### src/rtl/parse_act_cfg_ctrl_pkg.sv
// Shared types and constants for the parser action table controller.
package parse_act_cfg_ctrl_pkg;

    localparam int CFG_WORD_BITS = 32;

    typedef enum logic [1:0] {
        IDLE    = 2'd0,
        COLLECT = 2'd1,
        DRAIN   = 2'd2,
        COMMIT  = 2'd3
    } cfg_state_e;

endpackage

### src/rtl/parse_act_cfg_ctrl_if.sv
// Config-beat and lookup handshake bundle between the control path/parser
// (master) and the action table controller (slave).
interface parse_act_cfg_ctrl_if #(
    parameter int ADDR_BITS = 5,
    parameter int DATA_BITS = 160
) ();
    import parse_act_cfg_ctrl_pkg::*;

    logic                     cfg_wvalid;
    logic                     cfg_wready;
    logic [CFG_WORD_BITS-1:0] cfg_wdata;
    logic [ADDR_BITS-1:0]     cfg_waddr;
    logic                     cfg_wlast;
    logic                     cfg_err;
    logic                     lkup_req_valid;
    logic [ADDR_BITS-1:0]     lkup_req_addr;
    logic                     lkup_rsp_valid;
    logic [DATA_BITS-1:0]     lkup_rsp_data;

    modport master (
        output cfg_wvalid, cfg_wdata, cfg_waddr, cfg_wlast,
        input  cfg_wready, cfg_err,
        output lkup_req_valid, lkup_req_addr,
        input  lkup_rsp_valid, lkup_rsp_data
    );

    modport slave (
        input  cfg_wvalid, cfg_wdata, cfg_waddr, cfg_wlast,
        output cfg_wready, cfg_err,
        input  lkup_req_valid, lkup_req_addr,
        output lkup_rsp_valid, lkup_rsp_data
    );

endinterface

### src/rtl/parse_act_cfg_ctrl_lkup_pipe.sv
// Two-stage lookup response pipeline: stage 1 tracks the request issued to
// the RAM, stage 2 registers the RAM output (or the same-cycle commit data).
module parse_act_cfg_ctrl_lkup_pipe #(
    parameter int DATA_BITS = 160
) (
    input  logic                 clk,
    input  logic                 aresetn,
    input  logic                 req_valid,
    input  logic                 byp_hit,
    input  logic [DATA_BITS-1:0] byp_data,
    input  logic [DATA_BITS-1:0] ram_doutb,
    output logic                 rsp_valid,
    output logic [DATA_BITS-1:0] rsp_data
);

    logic                 v1;
    logic                 hit1;
    logic [DATA_BITS-1:0] byp_q;

    // Stage 1: remember an issued read and capture commit data if it collides
    always_ff @(posedge clk or negedge aresetn) begin
        if (!aresetn) begin
            v1    <= 1'b0;
            hit1  <= 1'b0;
            byp_q <= '0;
        end else begin
            v1   <= req_valid;
            hit1 <= byp_hit;
            if (byp_hit) begin
                byp_q <= byp_data;
            end
        end
    end

    // Stage 2: register the response; data holds while no response is due
    always_ff @(posedge clk or negedge aresetn) begin
        if (!aresetn) begin
            rsp_valid <= 1'b0;
            rsp_data  <= '0;
        end else begin
            rsp_valid <= v1;
            if (v1) begin
                rsp_data <= hit1 ? byp_q : ram_doutb;
            end
        end
    end

endmodule

### src/rtl/parse_act_cfg_ctrl.sv
// Parser action table controller: assembles config beats into entries,
// commits them on RAM port A, and serves lookups on port B with bypass.
module parse_act_cfg_ctrl #(
    parameter int ADDR_BITS = 5,
    parameter int DATA_BITS = 160
) (
    input  logic                 clk,
    input  logic                 aresetn,
    parse_act_cfg_ctrl_if.slave  bus,
    output logic [ADDR_BITS-1:0] ram_addra,
    output logic [DATA_BITS-1:0] ram_dina,
    output logic                 ram_ena,
    output logic                 ram_wea,
    output logic [ADDR_BITS-1:0] ram_addrb,
    output logic                 ram_enb,
    input  logic [DATA_BITS-1:0] ram_doutb
);
    import parse_act_cfg_ctrl_pkg::*;

    localparam int BEATS    = DATA_BITS / CFG_WORD_BITS;
    localparam int CNT_BITS = $clog2(BEATS + 1);

    cfg_state_e           state, state_nxt;
    logic [CNT_BITS-1:0]  count, count_nxt;
    logic [ADDR_BITS-1:0] addr_q, addr_nxt;
    logic [DATA_BITS-1:0] asm_q, asm_nxt;
    logic                 commit;
    logic                 byp_hit;

    // Beat assembler state, latched address and entry register
    always_ff @(posedge clk or negedge aresetn) begin
        if (!aresetn) begin
            state  <= IDLE;
            count  <= '0;
            addr_q <= '0;
            asm_q  <= '0;
        end else begin
            state  <= state_nxt;
            count  <= count_nxt;
            addr_q <= addr_nxt;
            asm_q  <= asm_nxt;
        end
    end

    // Beat acceptance, entry length checking and commit sequencing
    always_comb begin
        state_nxt      = state;
        count_nxt      = count;
        addr_nxt       = addr_q;
        asm_nxt        = asm_q;
        bus.cfg_wready = 1'b1;
        bus.cfg_err    = 1'b0;
        commit         = 1'b0;
        case (state)
            IDLE: begin
                if (bus.cfg_wvalid) begin
                    addr_nxt = bus.cfg_waddr;
                    asm_nxt  = '0;
                    asm_nxt[DATA_BITS-1 -: CFG_WORD_BITS] = bus.cfg_wdata;
                    count_nxt = CNT_BITS'(1);
                    if (BEATS == 1) begin
                        state_nxt = bus.cfg_wlast ? COMMIT : DRAIN;
                    end else if (bus.cfg_wlast) begin
                        bus.cfg_err = 1'b1;
                        count_nxt   = '0;
                    end else begin
                        state_nxt = COLLECT;
                    end
                end
            end
            COLLECT: begin
                if (bus.cfg_wvalid) begin
                    asm_nxt[DATA_BITS-1-CFG_WORD_BITS*int'(count) -: CFG_WORD_BITS] = bus.cfg_wdata;
                    count_nxt = count + CNT_BITS'(1);
                    if (int'(count) == BEATS - 1) begin
                        state_nxt = bus.cfg_wlast ? COMMIT : DRAIN;
                        count_nxt = '0;
                    end else if (bus.cfg_wlast) begin
                        bus.cfg_err = 1'b1;
                        state_nxt   = IDLE;
                        count_nxt   = '0;
                    end
                end
            end
            DRAIN: begin
                if (bus.cfg_wvalid && bus.cfg_wlast) begin
                    bus.cfg_err = 1'b1;
                    state_nxt   = IDLE;
                end
            end
            COMMIT: begin
                bus.cfg_wready = 1'b0;
                commit         = 1'b1;
                state_nxt      = IDLE;
                count_nxt      = '0;
            end
            default: state_nxt = IDLE;
        endcase
    end

    assign ram_ena   = commit;
    assign ram_wea   = commit;
    assign ram_addra = addr_q;
    assign ram_dina  = asm_q;

    assign ram_addrb = bus.lkup_req_addr;
    assign ram_enb   = bus.lkup_req_valid;

    // RAM port B is read-first, so a read colliding with the commit must
    // take the commit data instead of the RAM output.
    assign byp_hit = commit && bus.lkup_req_valid && (bus.lkup_req_addr == addr_q);

    parse_act_cfg_ctrl_lkup_pipe #(
        .DATA_BITS (DATA_BITS)
    ) u_lkup_pipe (
        .clk       (clk),
        .aresetn   (aresetn),
        .req_valid (bus.lkup_req_valid),
        .byp_hit   (byp_hit),
        .byp_data  (asm_q),
        .ram_doutb (ram_doutb),
        .rsp_valid (bus.lkup_rsp_valid),
        .rsp_data  (bus.lkup_rsp_data)
    );

endmodule

### src/flat_wrapper.sv
// flat-port wrapper written by rule: the top's interface ports become plain ports
module parse_act_cfg_ctrl_flat import parse_act_cfg_ctrl_pkg::*;
#(
    parameter int ADDR_BITS = 5,
    parameter int DATA_BITS = 160
)
  (clk, aresetn, ram_addra, ram_dina, ram_ena, ram_wea, ram_addrb, ram_enb, ram_doutb, bus_cfg_wvalid, bus_cfg_wdata, bus_cfg_waddr, bus_cfg_wlast, bus_cfg_wready, bus_cfg_err, bus_lkup_req_valid, bus_lkup_req_addr, bus_lkup_rsp_valid, bus_lkup_rsp_data);
  parse_act_cfg_ctrl_if #(.ADDR_BITS(ADDR_BITS), .DATA_BITS(DATA_BITS)) bus_i ();
  input  logic clk;
  input  logic aresetn;
  output logic [ADDR_BITS-1:0] ram_addra;
  output logic [DATA_BITS-1:0] ram_dina;
  output logic ram_ena;
  output logic ram_wea;
  output logic [ADDR_BITS-1:0] ram_addrb;
  output logic ram_enb;
  input  logic [DATA_BITS-1:0] ram_doutb;
  input wire logic [$bits(bus_i.cfg_wvalid)-1:0] bus_cfg_wvalid;
  input wire logic [$bits(bus_i.cfg_wdata)-1:0] bus_cfg_wdata;
  input wire logic [$bits(bus_i.cfg_waddr)-1:0] bus_cfg_waddr;
  input wire logic [$bits(bus_i.cfg_wlast)-1:0] bus_cfg_wlast;
  output wire logic [$bits(bus_i.cfg_wready)-1:0] bus_cfg_wready;
  output wire logic [$bits(bus_i.cfg_err)-1:0] bus_cfg_err;
  input wire logic [$bits(bus_i.lkup_req_valid)-1:0] bus_lkup_req_valid;
  input wire logic [$bits(bus_i.lkup_req_addr)-1:0] bus_lkup_req_addr;
  output wire logic [$bits(bus_i.lkup_rsp_valid)-1:0] bus_lkup_rsp_valid;
  output wire logic [$bits(bus_i.lkup_rsp_data)-1:0] bus_lkup_rsp_data;
  assign bus_i.cfg_wvalid = bus_cfg_wvalid;
  assign bus_i.cfg_wdata = bus_cfg_wdata;
  assign bus_i.cfg_waddr = bus_cfg_waddr;
  assign bus_i.cfg_wlast = bus_cfg_wlast;
  assign bus_cfg_wready = bus_i.cfg_wready;
  assign bus_cfg_err = bus_i.cfg_err;
  assign bus_i.lkup_req_valid = bus_lkup_req_valid;
  assign bus_i.lkup_req_addr = bus_lkup_req_addr;
  assign bus_lkup_rsp_valid = bus_i.lkup_rsp_valid;
  assign bus_lkup_rsp_data = bus_i.lkup_rsp_data;
  parse_act_cfg_ctrl #(.ADDR_BITS(ADDR_BITS), .DATA_BITS(DATA_BITS)) u_core (.clk(clk), .aresetn(aresetn), .bus(bus_i), .ram_addra(ram_addra), .ram_dina(ram_dina), .ram_ena(ram_ena), .ram_wea(ram_wea), .ram_addrb(ram_addrb), .ram_enb(ram_enb), .ram_doutb(ram_doutb));
endmodule
### config.mk
export PLATFORM = sky130hd
export DESIGN_NAME = parse_act_cfg_ctrl_flat
export DESIGN_NICKNAME = d
export VERILOG_FILES = /design/src/rtl/parse_act_cfg_ctrl_pkg.sv /design/src/rtl/parse_act_cfg_ctrl_if.sv /design/src/rtl/parse_act_cfg_ctrl_lkup_pipe.sv /design/src/rtl/parse_act_cfg_ctrl.sv /design/src/flat_wrapper.sv
export SDC_FILE = /design/constraint.sdc
export NUM_CORES = 1
export LEC_CHECK = 0
export BUFFER_PORTS_ARGS = -buffer_cell sky130_fd_sc_hd__buf_2
export CAP_MARGIN = 20
export CORE_MARGIN = 1.5
export CORE_UTILIZATION = 35
export DETAILED_ROUTE_END_ITERATION = 8
export PLACE_DENSITY = 0.63
export SETUP_SLACK_MARGIN = 0.5
export SLEW_MARGIN = 5
export SYNTH_ARGS = -nofsm -noshare
export SYNTH_HDL_FRONTEND = slang
export SYNTH_HIERARCHICAL = 1
export SYNTH_SLANG_ARGS = --single-unit
### constraint.sdc
create_clock -name clk -period 2.3 [get_ports clk]
set_clock_uncertainty 0.15 [all_clocks]
set_input_delay 0 -clock clk [delete_from_list [all_inputs] [get_ports clk]]
set_output_delay 0 -clock clk [all_outputs]
set_load 0.01 [all_outputs]
==> run metrics, run 1 <==
vias in the first global route 17750; Syn Nets 1910; Post-DP Area 25520 um2; H-tree Lvls 2; power density over cell area between 700 and 800 nW/um2; Top-Level Pins 543; DR WL met2 36820 um; final WL 76060 um; non-filler instance count after layout 3320; DRC violations left 0; Period minus WS final about 2.2 ns; Util after Layout 0.5183; top sig layer met5; post-synthesis sequential area ratio 0.5839; root buffer cell clkbuf_16; post-synthesis instance total about 1700; Final setup viols 0; cell taking the most area after synthesis dfrtp_1; Seq cells post-synth 493; Hold Path Sink u_core/ram_addra[4]$_DFFE_PN0P_; Worst slew margin 0.4894; RR Endpoint u_core/ram_dina[10]$_DFFE_PN0P_; Post-Synth Adder-Cell Area 0.002369; post-route cell area 30760 um2; post-route ant nets 0; worst min-delay path category in2reg; Startpoint Class register; CP Max Fanout 8; M1 WL around 33000 um; Worst R2R Start u_core/count[0]$_DFFE_PN0P_; Post-Synth Simple-Gate Area 0.05472; core area 59350 um2; area grow syn2layout 45.60%; initial antenna violation count 4; Hold Startpoint bus_cfg_waddr[4]; Final Hold Fails 0; largest net degree at the start of global routing 112; area of the mapped netlist 21130 um2; Initial Util 0.3560; critical path arrival 2.58 ns; unique cell type count in the Yosys netlist 47; TritonCTS clock tree built; Final WS setup around 0.053 ns; Syn. warnings 6; global-route usage over all layers 0.2361; met3 WL 3996 um; Nets roughly 2700; Vias/cell between 5 and 6; ys flop type dfrtp_1; P_leak around 0.015 uW; clk slew on worst S/H paths 0.06 ns; max_cap viols 0; Final Max Slew Viols 0; CTS sink cnt 493; largest family of logic cells by synthesized area multiplexers; layout cell share with drive strength beyond 1 0.3793; post-synthesis xor/xnor area fraction 0.002073; achievable frequency 0.4450 GHz; Post-synth EDFFs 0; Worst R2R Setup Slack 0.05 ns; die height 248.7 um; RSZ-0062 raised after global routing true; Die X 248.7 um; area share of the largest cell type after synthesis 0.5839; fraction of registers with async set/reset 1.000; Setup crit end kind register; initial DRC count about 1100; Synth Area in Compound Gates 0.1194; Hold Path Depth 3; most common cell in the synthesized netlist dfrtp_1; status finished clean; Least-Margin Pin Slew 0.7659 ns; required time worst endpoint 2.63 ns; commonest cells in the netlist 493 x dfrtp_1, 194 x mux2i_1, 165 x nor2_1, 162 x a21oi_1, 160 x mux2_2; first-pass GRT wire length 112000 um; DR WL/cell 22.91 um; CTS max path bufs 3; Reg2Reg Depth 9; Detailed Place HPWL a little under 50000 um; multiplexer share of the synthesized area 0.1804; maximum vdd ir drop 490.6 uV; routability cong. 0.8267; Total Die Area slightly above 60000 um2; Worst-Skew Late Latency 0.60 ns; via count 17010; FP Rows 89; first-pass detailed-route iteration total 5; Avg Cell Area, Syn about 12 um2; ranking of synthesized cells by area dfrtp_1 58%, mux2i_1 9.2%, mux2_2 8.5%; TritonCTS Buffers between 50 and 60; GRT overflow 0; pre-CTS setup slack 0.09471 ns; Tcrit/Tclk final 0.9770; Post-Place Cells 2958; Port Buffer Count between 500 and 600; Setup Crit Path Kind reg2reg
[cells in the final DEF (no fill, tap or decap), types with 3 or more instances in the layout]
cell,Yosys,layout
diode_2,0,3
mux2_1,6,6
a32o_1,33,33
dfrtp_1,493,489
mux2i_1,194,192
clkbuf_16,0,64
and3_1,34,32
dlygate4sd3_1,0,207
buf_12,0,34
clkbuf_1,44,9
a21oi_1,162,162
buf_4,15,48
mux2_4,0,160
a22o_1,65,65
nor2_1,165,164
xor2_1,4,3
nand2_1,38,37
clkbuf_8,0,7
ha_4,0,3
a22oi_1,31,30
buf_16,0,14
buf_8,11,14
clkinvlp_4,0,3
o211ai_1,63,63
bufinv_16,0,10
buf_2,46,540
buf_6,24,29
clkinv_2,0,7
inv_1,67,65
[worst max-delay path by stage]
stage,slack [ns],endpoint,depth (start not counted),start
2_1_floorplan,0.18,u_core/ram_dina[100]$_DFFE_PN0P_,10,u_core/count[0]$_DFFE_PN0P_
3_3_place_gp,0.09,u_core/u_lkup_pipe/byp_q[80]$_DFFE_PN0P_,6,u_core/ram_addra[3]$_DFFE_PN0P_
3_5_place_dp,0.09,u_core/u_lkup_pipe/byp_q[122]$_DFFE_PN0P_,6,u_core/ram_addra[3]$_DFFE_PN0P_
4_1_cts,0.09,u_core/u_lkup_pipe/byp_q[96]$_DFFE_PN0P_,7,u_core/ram_addra[3]$_DFFE_PN0P_
5_1_grt,-0.01,u_core/ram_dina[83]$_DFFE_PN0P_,8,u_core/count[0]$_DFFE_PN0P_
6_report,0.05,u_core/ram_dina[10]$_DFFE_PN0P_,9,u_core/count[0]$_DFFE_PN0P_
[state kept, by name, summed over array words and instances, names as in the netlist]
signal and count:
u_core/u_lkup_pipe/v1 1, u_core/u_lkup_pipe/hit1 1, u_core/u_lkup_pipe/rsp_valid 1, u_core/u_lkup_pipe/rsp_data 160
u_core/ram_dina 160, u_core/count 3, u_core/ram_addra 5, u_core/state 2
u_core/u_lkup_pipe/byp_q 160
[layout make-up]
| type | instances | area, um2 |
|---|---|---|
| fillers | 4999 | 28590 |
| multi-input cells | 996 | 8339 |
| flip-flops and latches | 493 | 12350 |
| inverters | 67 | 256.5 |
| clock buffers | 71 | 1506 |
| clock inverters | 22 | 375.4 |
| well taps | 773 | 967.2 |
| diodes | 3 | 7.507 |
| repair buffers | 895 | 6963 |
[worst max-delay path, cell delays in order, from the launching register on]
cell	delay, ns
dfrtp_1	0.39
inv_4	0.06
ha_4	0.16
ha_4	0.26
buf_4	0.15
buf_12	0.12
nand4b_1	0.23
buf_6	0.19
clkbuf_16	0.17
a32o_1	0.25
[power by group]
part           total (uW)  internal [uW]  leakage (uW)  switching, uW
Sequential          10100           9380       0.00634            722
Combinational        4380           2010       0.00733           2370
Clock                9260           5700      0.000917           3570
Total               23800          17100        0.0146           6660
[through the flow]
step | power [uW] | setup TNS (ns) | hold WS (ns)
after global routing | 24690 | -0.02999 | 0.03158
after detailed placement | 13770 | 0 | -0.06109
after floorplan | 11730 | 0 | -0.4456
after global placement | 13680 | 0 | -0.06038
after CTS | 23810 | 0 | 0.008582
final | 23750 | 0 | 0.02377
[per-layer routing]
| layer | up-vias | track usage |
|---|---|---|
| met4 | 2 | 0.08729 |
| met3 | 136 | 0.04357 |
| met5 | - | 0 |
| met2 | 603 | 0.3942 |
| li1 | 7681 | - |
| met1 | 8584 | 0.3059 |
[timing repair]
action | CTS | global route
gates cloned | 15 | 9
hold buffers | 207 | 0
setup endpoints to repair | 322 | 355
resized for setup | 50 | 56
buffers inserted | 20 | 15
pin swaps | 31 | 27
hold endpoints to repair | 825 | 0
[kinds of logic (layout without fill, tap and decap cells)]
family | after synthesis | count (layout)
AOI/OAI and AO/OA | 367 | 367
other | 0 | 3
buffers and inverters | 210 | 1055
and+or+nand+nor | 260 | 260
DFF | 493 | 493
adders and majority gates | 4 | 4
muxes | 360 | 360
xor gates and xnor gates | 5 | 5
No activity file was read; power rests on OpenSTA's default activity.
==> run 2: changes to the inputs <==
--- a/config.mk
+++ b/config.mk
@@ -5,7 +5,7 @@
 export SDC_FILE = /design/constraint.sdc
 export NUM_CORES = 1
 export LEC_CHECK = 0
-export BUFFER_PORTS_ARGS = -buffer_cell sky130_fd_sc_hd__buf_2
+export BUFFER_PORTS_ARGS = -buffer_cell sky130_fd_sc_hd__buf_4
 export CAP_MARGIN = 20
 export CORE_MARGIN = 1.5
 export CORE_UTILIZATION = 35
==> run 2 against run 1 <==
- final cell count unchanged
- non-clock buffer count is 4 lower
- critical path depth is 2 lower
- maximum frequency up 2.2%
- register-to-register slack better by 0.05 ns
- global-route usage fell by 0.11 points
- setup slack improved by 0.049 ns
- power is 1.2% lower
- utilization grew 1.7 points
- flip-flop and latch count did not move
- critical endpoint is now u_core/u_lkup_pipe/byp_q[61]$_DFFE_PN0P_
- largest cell class unchanged
- highest routed layer is now met4
==> run metrics, run 2 (synthesis results as in run 1) <==
status finished clean (unchanged); Least-Margin Pin Slew 0.7322 ns (was 0.7659 ns); Reg2Reg Depth 7 (was 9); max_cap viols 0 (unchanged); Total Die Area 61850 um2 (unchanged); RSZ-0062 raised after global routing true (unchanged); CP Max Fanout 7 (was 8); met3 WL 4270 um (was 3996 um); H-tree Lvls 2 (unchanged); Worst R2R Setup Slack 0.10 ns (was 0.05 ns); post-route ant nets 0 (unchanged); RR Endpoint u_core/u_lkup_pipe/byp_q[61]$_DFFE_PN0P_ (was u_core/ram_dina[10]$_DFFE_PN0P_); Worst-Skew Late Latency 0.60 ns (about the same); largest net degree at the start of global routing 93 (was 112); Final Hold Fails 0 (unchanged); Hold Startpoint bus_cfg_waddr[4] (unchanged); Initial Util 0.3560 (unchanged); first-pass GRT wire length 111800 um (was 112000 um); top sig layer met4 (was met5); Hold Path Depth 3 (unchanged); die height 248.7 um (unchanged); Detailed Place HPWL 50210 um (was 48830 um); layout cell share with drive strength beyond 1 0.3786 (was 0.3793); initial antenna violation count 1 (was 4); pre-CTS setup slack 0.1133 ns (was 0.09471 ns); achievable frequency 0.4549 GHz (was 0.4450 GHz); Hold Path Sink u_core/ram_addra[4]$_DFFE_PN0P_ (unchanged); Worst R2R Start u_core/ram_addra[2]$_DFFE_PN0P_ (was u_core/count[0]$_DFFE_PN0P_); root buffer cell clkbuf_16 (unchanged); maximum vdd ir drop 531.3 uV (was 490.6 uV); M1 WL 31810 um (was 32790 um); GRT overflow 0 (unchanged); Port Buffer Count 542 (unchanged); final hold slack 0.02514 ns (was 0.02377 ns); CP cell instances xor2_1 > nor4_1 > and4_4 > buf_12 > buf_12 > clkbuf_16 > mux2_4 (was inv_4 > ha_4 > ha_4 > buf_4 > buf_12 > nand4b_1 > buf_6 > clkbuf_16 > a32o_1); Final setup viols 0 (unchanged); fillers 4926 (was 4999); FP Rows 89 (unchanged); Nets 2713 (was 2717); global-route usage over all layers 0.2350 (was 0.2361); vias in the first global route 17760 (was 17750); Final Max Slew Viols 0 (unchanged); TritonCTS Buffers 53 (unchanged); Setup Crit Path Kind reg2reg (unchanged); Setup TNS 0 ns (unchanged); Setup crit end kind register (unchanged); initial DRC count 1128 (was 1118); final WL 75160 um (was 76060 um); Period minus WS final 2.198 ns (was 2.247 ns); Slowest cell on crit path dfrtp_1 (unchanged); Top-Level Pins 543 (unchanged); CTS sink cnt 493 (unchanged); Tcrit/Tclk final 0.9557 (was 0.9770); via count 16940 (was 17010); CP max stage delay 0.39 ns (about the same); commonest non-fill, non-tap cell in the layout buf_4 (was buf_2); Tot Pwr 23460 uW (was 23750 uW); routability cong. 0.8294 (was 0.8267); Worst slew margin 0.5119 (was 0.4894); critical path arrival 2.52 ns (was 2.58 ns); P_leak 0.01485 uW (was 0.01458 uW); worst min-delay path category in2reg (unchanged); area grow syn2layout 50.40% (was 45.60%); critical path's most frequent cell buf_12 (was ha_4); CTS max path bufs 3 (unchanged); TritonCTS clock tree built (unchanged); core area 59350 um2 (unchanged); power density over cell area 738.2 nW/um2 (was 772.1 nW/um2); commonest cells after routing, fill and taps aside 603 x buf_4, 489 x dfrtp_1, 208 x dlygate4sd3_1 (was 540 x buf_2, 489 x dfrtp_1, 207 x dlygate4sd3_1); Startpoint Class register (unchanged); DRC violations left 0 (unchanged); Vias/cell 5.101 (was 5.122); first-pass detailed-route iteration total 5 (unchanged); Die X 248.7 um (unchanged); Final WS setup 0.1019 ns (was 0.05284 ns); DR WL met2 36770 um (was 36820 um); DR WL/cell 22.64 um (was 22.91 um); required time worst endpoint 2.62 ns (was 2.63 ns); clk slew on worst S/H paths 0.06 ns (about the same)
-- run 2: where the power goes --
group | switching (uW) | internal (uW)
combinational | 2310 | 2400
sequential | 763 | 9380
clock | 3600 | 5000
total | 6670 | 16800
-- run 2: area by class of cell --
cell class | count | area, um2 | share of cell area
inverter | 67 | 260.3 | 0.008190
clock inverter | 19 | 133.9 | 0.004213
sequential | 493 | 12350 | 0.3886
clock buffer | 80 | 1630 | 0.05131
timing repair buffer | 891 | 8114 | 0.2554
tap | 773 | 967.2 | 0.03044
antenna | 1 | 2.502 | 0.00007875
multi-input combinational | 996 | 8320 | 0.2619
-- run 2: worst max-delay path, delay by kind of cell, from the launching register on --
kind,cells,cell delay (ns)
simple gates,2,0.62
buf+inv,3,0.46
flops,1,0.39
mux,1,0.30
xor+xnor,1,0.15
-- run 2: timing repair --
item,in CTS,in global routing
buffers inserted,25,7
endpoints found under the setup margin,321,327
hold buffers,208,0
hold endpoints to repair,826,0
resized for setup,47,30
pin swaps,35,27
cloned,10,7
-- run 2: layer usage --
| layer | global-route usage | up-vias |
|---|---|---|
| li1 | - | 7678 |
| met1 | 0.2992 | 8562 |
| met2 | 0.3975 | 580 |
| met3 | 0.05099 | 115 |
| met4 | 0.07660 | 0 |
| met5 | 0 | - |
-- run 2: worst max-delay path by stage --
stage | from | to | slack, ns
after floorplan | u_core/count[0]$_DFFE_PN0P_ | u_core/ram_dina[100]$_DFFE_PN0P_ | 0.18
after global placement | u_core/count[0]$_DFFE_PN0P_ | u_core/ram_dina[71]$_DFFE_PN0P_ | 0.14
after detailed placement | u_core/ram_addra[2]$_DFFE_PN0P_ | u_core/u_lkup_pipe/byp_q[157]$_DFFE_PN0P_ | 0.11
after CTS | u_core/ram_addra[3]$_DFFE_PN0P_ | u_core/u_lkup_pipe/byp_q[125]$_DFFE_PN0P_ | 0.13
after global routing | u_core/count[1]$_DFFE_PN0P_ | u_core/ram_dina[71]$_DFFE_PN0P_ | 0.07
final | u_core/ram_addra[2]$_DFFE_PN0P_ | u_core/u_lkup_pipe/byp_q[61]$_DFFE_PN0P_ | 0.10
-- run 2: through the flow --
stage / util / instance area (um2) / cells
finish: 0.5354 / 31780 / 3320
detailed placement: 0.4543 / 26960 / 2963
CTS: 0.5297 / 31440 / 3305
global route: 0.5354 / 31780 / 3320
floorplan: - / 21990 / 1699
global placement: 0.4543 / 26960 / 2963
==> run 3: changes to the inputs <==
--- a/config.mk
+++ b/config.mk
@@ -5,12 +5,14 @@
 export SDC_FILE = /design/constraint.sdc
 export NUM_CORES = 1
 export LEC_CHECK = 0
+export ABC_AREA = 1
 export BUFFER_PORTS_ARGS = -buffer_cell sky130_fd_sc_hd__buf_4
 export CAP_MARGIN = 20
 export CORE_MARGIN = 1.5
 export CORE_UTILIZATION = 35
+export CTS_CLUSTER_DIAMETER = 80
 export DETAILED_ROUTE_END_ITERATION = 8
-export PLACE_DENSITY = 0.63
+export PLACE_DENSITY = 0.62
 export SETUP_SLACK_MARGIN = 0.5
 export SLEW_MARGIN = 5
 export SYNTH_ARGS = -nofsm -noshare
==> run 3 against run 2 <==
- first-iteration DRC count is 60% higher
- non-clock buffer count is 36 higher
- cell area is 7.9% higher
- highest routed layer is now met5
- largest cell class unchanged
- global-route usage is 2.4 points higher
==> run metrics, run 3 <==
Port Buffer Count 542 (unchanged); post-synthesis instance total 2752 (was 1699); DRC violations left 0 (unchanged); Nets 3792 (was 2713); Detailed Place HPWL 57670 um (was 50210 um); GRT overflow 0 (unchanged); clk slew on worst S/H paths 0.06 ns (about the same); first-pass GRT wire length 126200 um (was 111800 um); cell taking the most area after synthesis dfrtp_1 (unchanged); Post-Synth Simple-Gate Area 0.2505 (was 0.05472); initial DRC count 1809 (was 1128); commonest cells in the netlist 993 x nand2_1, 493 x dfrtp_1, 402 x inv_1, 231 x nand3_1, 160 x o21ai_0 (was 493 x dfrtp_1, 194 x mux2i_1, 165 x nor2_1, 162 x a21oi_1, 160 x mux2_2); ys flop type dfrtp_1 (unchanged); Tcrit/Tclk final 0.9084 (was 0.9557); max_cap viols 0 (unchanged); final WL 89800 um (was 75160 um); CTS max path bufs 3 (unchanged); CP Max Fanout 6 (was 7); Top-Level Pins 543 (unchanged); required time worst endpoint 2.68 ns (was 2.62 ns); area of the mapped netlist 22040 um2 (was 21130 um2); most common cell in the synthesized netlist nand2_1 (was dfrtp_1); Setup crit end kind register (unchanged); root buffer cell clkbuf_16 (unchanged); multiplexer share of the synthesized area 0.002554 (was 0.1804); largest net degree at the start of global routing 83 (was 93); Final Max Slew Viols 0 (unchanged); area share of the largest cell type after synthesis 0.5596 (was 0.5839); maximum vdd ir drop 679.1 uV (was 531.3 uV); commonest non-fill, non-tap cell in the layout nand2_1 (was buf_4); CTS sink cnt 493 (unchanged); vias in the first global route 20330 (was 17760); post-synthesis sequential area ratio 0.5596 (was 0.5839); CP max stage delay 0.43 ns (was 0.39 ns); Period minus WS final 2.089 ns (was 2.198 ns); P_leak 0.01789 uW (was 0.01485 uW); critical path arrival 2.47 ns (was 2.52 ns); DR WL/cell 20.10 um (was 22.64 um); achievable frequency 0.4786 GHz (was 0.4549 GHz); H-tree Lvls 2 (unchanged); final hold slack 0.05151 ns (was 0.02514 ns); unique cell type count in the Yosys netlist 30 (was 47); Avg Cell Area, Syn 8.010 um2 (was 12.44 um2); TritonCTS clock tree built (unchanged); Post-synth EDFFs 0 (unchanged); post-route ant nets 0 (unchanged); first-pass detailed-route iteration total 6 (was 5); routability cong. 0.8778 (was 0.8294); fraction of registers with async set/reset 1.000 (unchanged); RSZ-0062 raised after global routing true (unchanged); Worst slew margin 0.6355 (was 0.5119); Post-Synth Adder-Cell Area 0.002270 (was 0.002369); Syn. warnings 6 (unchanged); Die X 254.0 um (was 248.7 um); area grow syn2layout 55.47% (was 50.40%); ranking of synthesized cells by area dfrtp_1 56%, nand2_1 17%, inv_1 6.8% (was dfrtp_1 58%, mux2i_1 9.2%, mux2_2 8.5%); Final setup viols 0 (unchanged); initial antenna violation count 5 (was 1); Setup TNS 0 ns (unchanged); Slowest cell on crit path dfrtp_1 (unchanged); critical path's most frequent cell buf_12 (unchanged); status finished clean (unchanged); Initial Util 0.3559 (was 0.3560); layout cell share with drive strength beyond 1 0.2938 (was 0.3786); largest family of logic cells by synthesized area simple AND/OR/NAND/NOR gates (was multiplexers); global-route usage over all layers 0.2595 (was 0.2350); Vias/cell 4.821 (was 5.101); Seq cells post-synth 493 (unchanged); Final Hold Fails 0 (unchanged); die height 254.0 um (was 248.7 um); Total Die Area 64500 um2 (was 61850 um2); Least-Margin Pin Slew 0.5468 ns (was 0.7322 ns); Worst-Skew Late Latency 0.62 ns (was 0.60 ns); Synth Area in Compound Gates 0.07129 (was 0.1194); via count 21540 (was 16940); Setup Crit Path Kind reg2reg (unchanged); TritonCTS Buffers 56 (was 53); post-synthesis xor/xnor area fraction 0.001986 (was 0.002073); core area 61940 um2 (was 59350 um2); power density over cell area 854.9 nW/um2 (was 738.2 nW/um2); Syn Nets 2963 (was 1910); FP Rows 91 (was 89); commonest cells after routing, fill and taps aside 909 x nand2_1, 600 x buf_4, 490 x dfrtp_1 (was 603 x buf_4, 489 x dfrtp_1, 208 x dlygate4sd3_1); CP cell instances xnor2_2 > nand4_1 > buf_4 > nor3_4 > buf_12 > buf_16 > buf_12 > buf_12 > clkbuf_16 > nand2_2 > o21ai_1 (was xor2_1 > nor4_1 > and4_4 > buf_12 > buf_12 > clkbuf_16 > mux2_4); worst min-delay path category in2out (was in2reg); Startpoint Class register (unchanged)
-- run 3: cell count changes in the layout (fill, tap and decap cells not counted), sizes merged, moves of 63 or more --
cell    delta
mux2     -161
nand2    +959
a22o      -65
mux2i    -194
nand3    +231
o21ai    +237
o211ai    -63
inv      +335
a21oi    -159
-- run 3: cell families (layout without fill, tap and decap cells) --
| logic type | count (synthesis) | in the layout |
|---|---|---|
| buf+inv | 565 | 1440 |
| simple gates | 1388 | 1389 |
| flops | 493 | 493 |
| mux | 5 | 5 |
| compound gates | 292 | 292 |
| xor+xnor | 5 | 5 |
| other cells | 0 | 3 |
| fa+ha+maj | 4 | 4 |
-- run 3: area by class of cell --
class,instances,area [um2]
timing repair inverter,3,22.52
multi-input combinational,1695,8304
antenna,3,7.507
timing repair buffer,927,9027
inverter,405,1550
fill,5514,27670
sequential,493,12350
tap,837,1047
clock inverter,24,320.3
clock buffer,81,1648
-- run 3: final timing paths --
path | end | cells after the start | start | slack [ns]
max in group asynchronous | u_core/u_lkup_pipe/hit1$_DFF_PN0_ | 4 | aresetn | 0.84
hold / removal | ram_addrb[3] | 2 | bus_lkup_req_addr[3] | 0.05
setup / recovery | u_core/u_lkup_pipe/byp_q[90]$_DFFE_PN0P_ | 11 | u_core/ram_addra[0]$_DFFE_PN0P_ | 0.21
hold reg to reg | u_core/u_lkup_pipe/rsp_data[72]$_DFFE_PN0P_ | 2 | u_core/u_lkup_pipe/rsp_data[72]$_DFFE_PN0P_ | 0.33
setup reg to reg | u_core/u_lkup_pipe/byp_q[90]$_DFFE_PN0P_ | 11 | u_core/ram_addra[0]$_DFFE_PN0P_ | 0.21
min in group asynchronous | u_core/count[1]$_DFFE_PN0P_ | 3 | aresetn | 0.33
-- run 3: worst max-delay path: cells and delay by family, from the launching register on --
kind	cells	cell delay (ns)
buf+inv	6	0.84
flops	1	0.43
simple gates	3	0.29
xor+xnor	1	0.21
compound gates	1	0.07
-- run 3: report_power, final --
part           internal (uW)  switching, uW
Sequential              9660           1220
Clock                   5760           3800
Combinational           4060           4800
-- run 3: metal layers --
layer  GRT usage  vias to the layer above  share of wire
li1            -                    10080              -
met1      0.3531                    10410           0.43
met2      0.4148                      871           0.47
met3     0.04814                      185          0.068
met4     0.08861                        4          0.036
met5           0                        -        0.00026
-- run 3: timing repair --
| item | in CTS | in global routing |
|---|---|---|
| pin swaps | 27 | 48 |
| cloned | 16 | 36 |
| endpoints found under the hold margin | 824 | 0 |
| endpoints found under the setup margin | 322 | 337 |
| hold buffers | 208 | 0 |
| buffers inserted | 36 | 15 |
| gates resized for setup | 74 | 313 |
-- run 3: stage by stage --
| step | util | worst slack (ns) | area [um2] | instances | power (uW) |
|---|---|---|---|---|---|
| floorplan | - | 0.3610 | 22240 | 2752 | 13740 |
| finish | 0.5533 | 0.2108 | 34270 | 4468 | 29300 |
| global route | 0.5532 | 0.1430 | 34270 | 4466 | 30490 |
| global placement | 0.4407 | 0.1460 | 27300 | 4049 | 17310 |
| detailed placement | 0.4407 | 0.07854 | 27300 | 4049 | 17350 |
| CTS | 0.5235 | 0.2795 | 32430 | 4414 | 28170 |
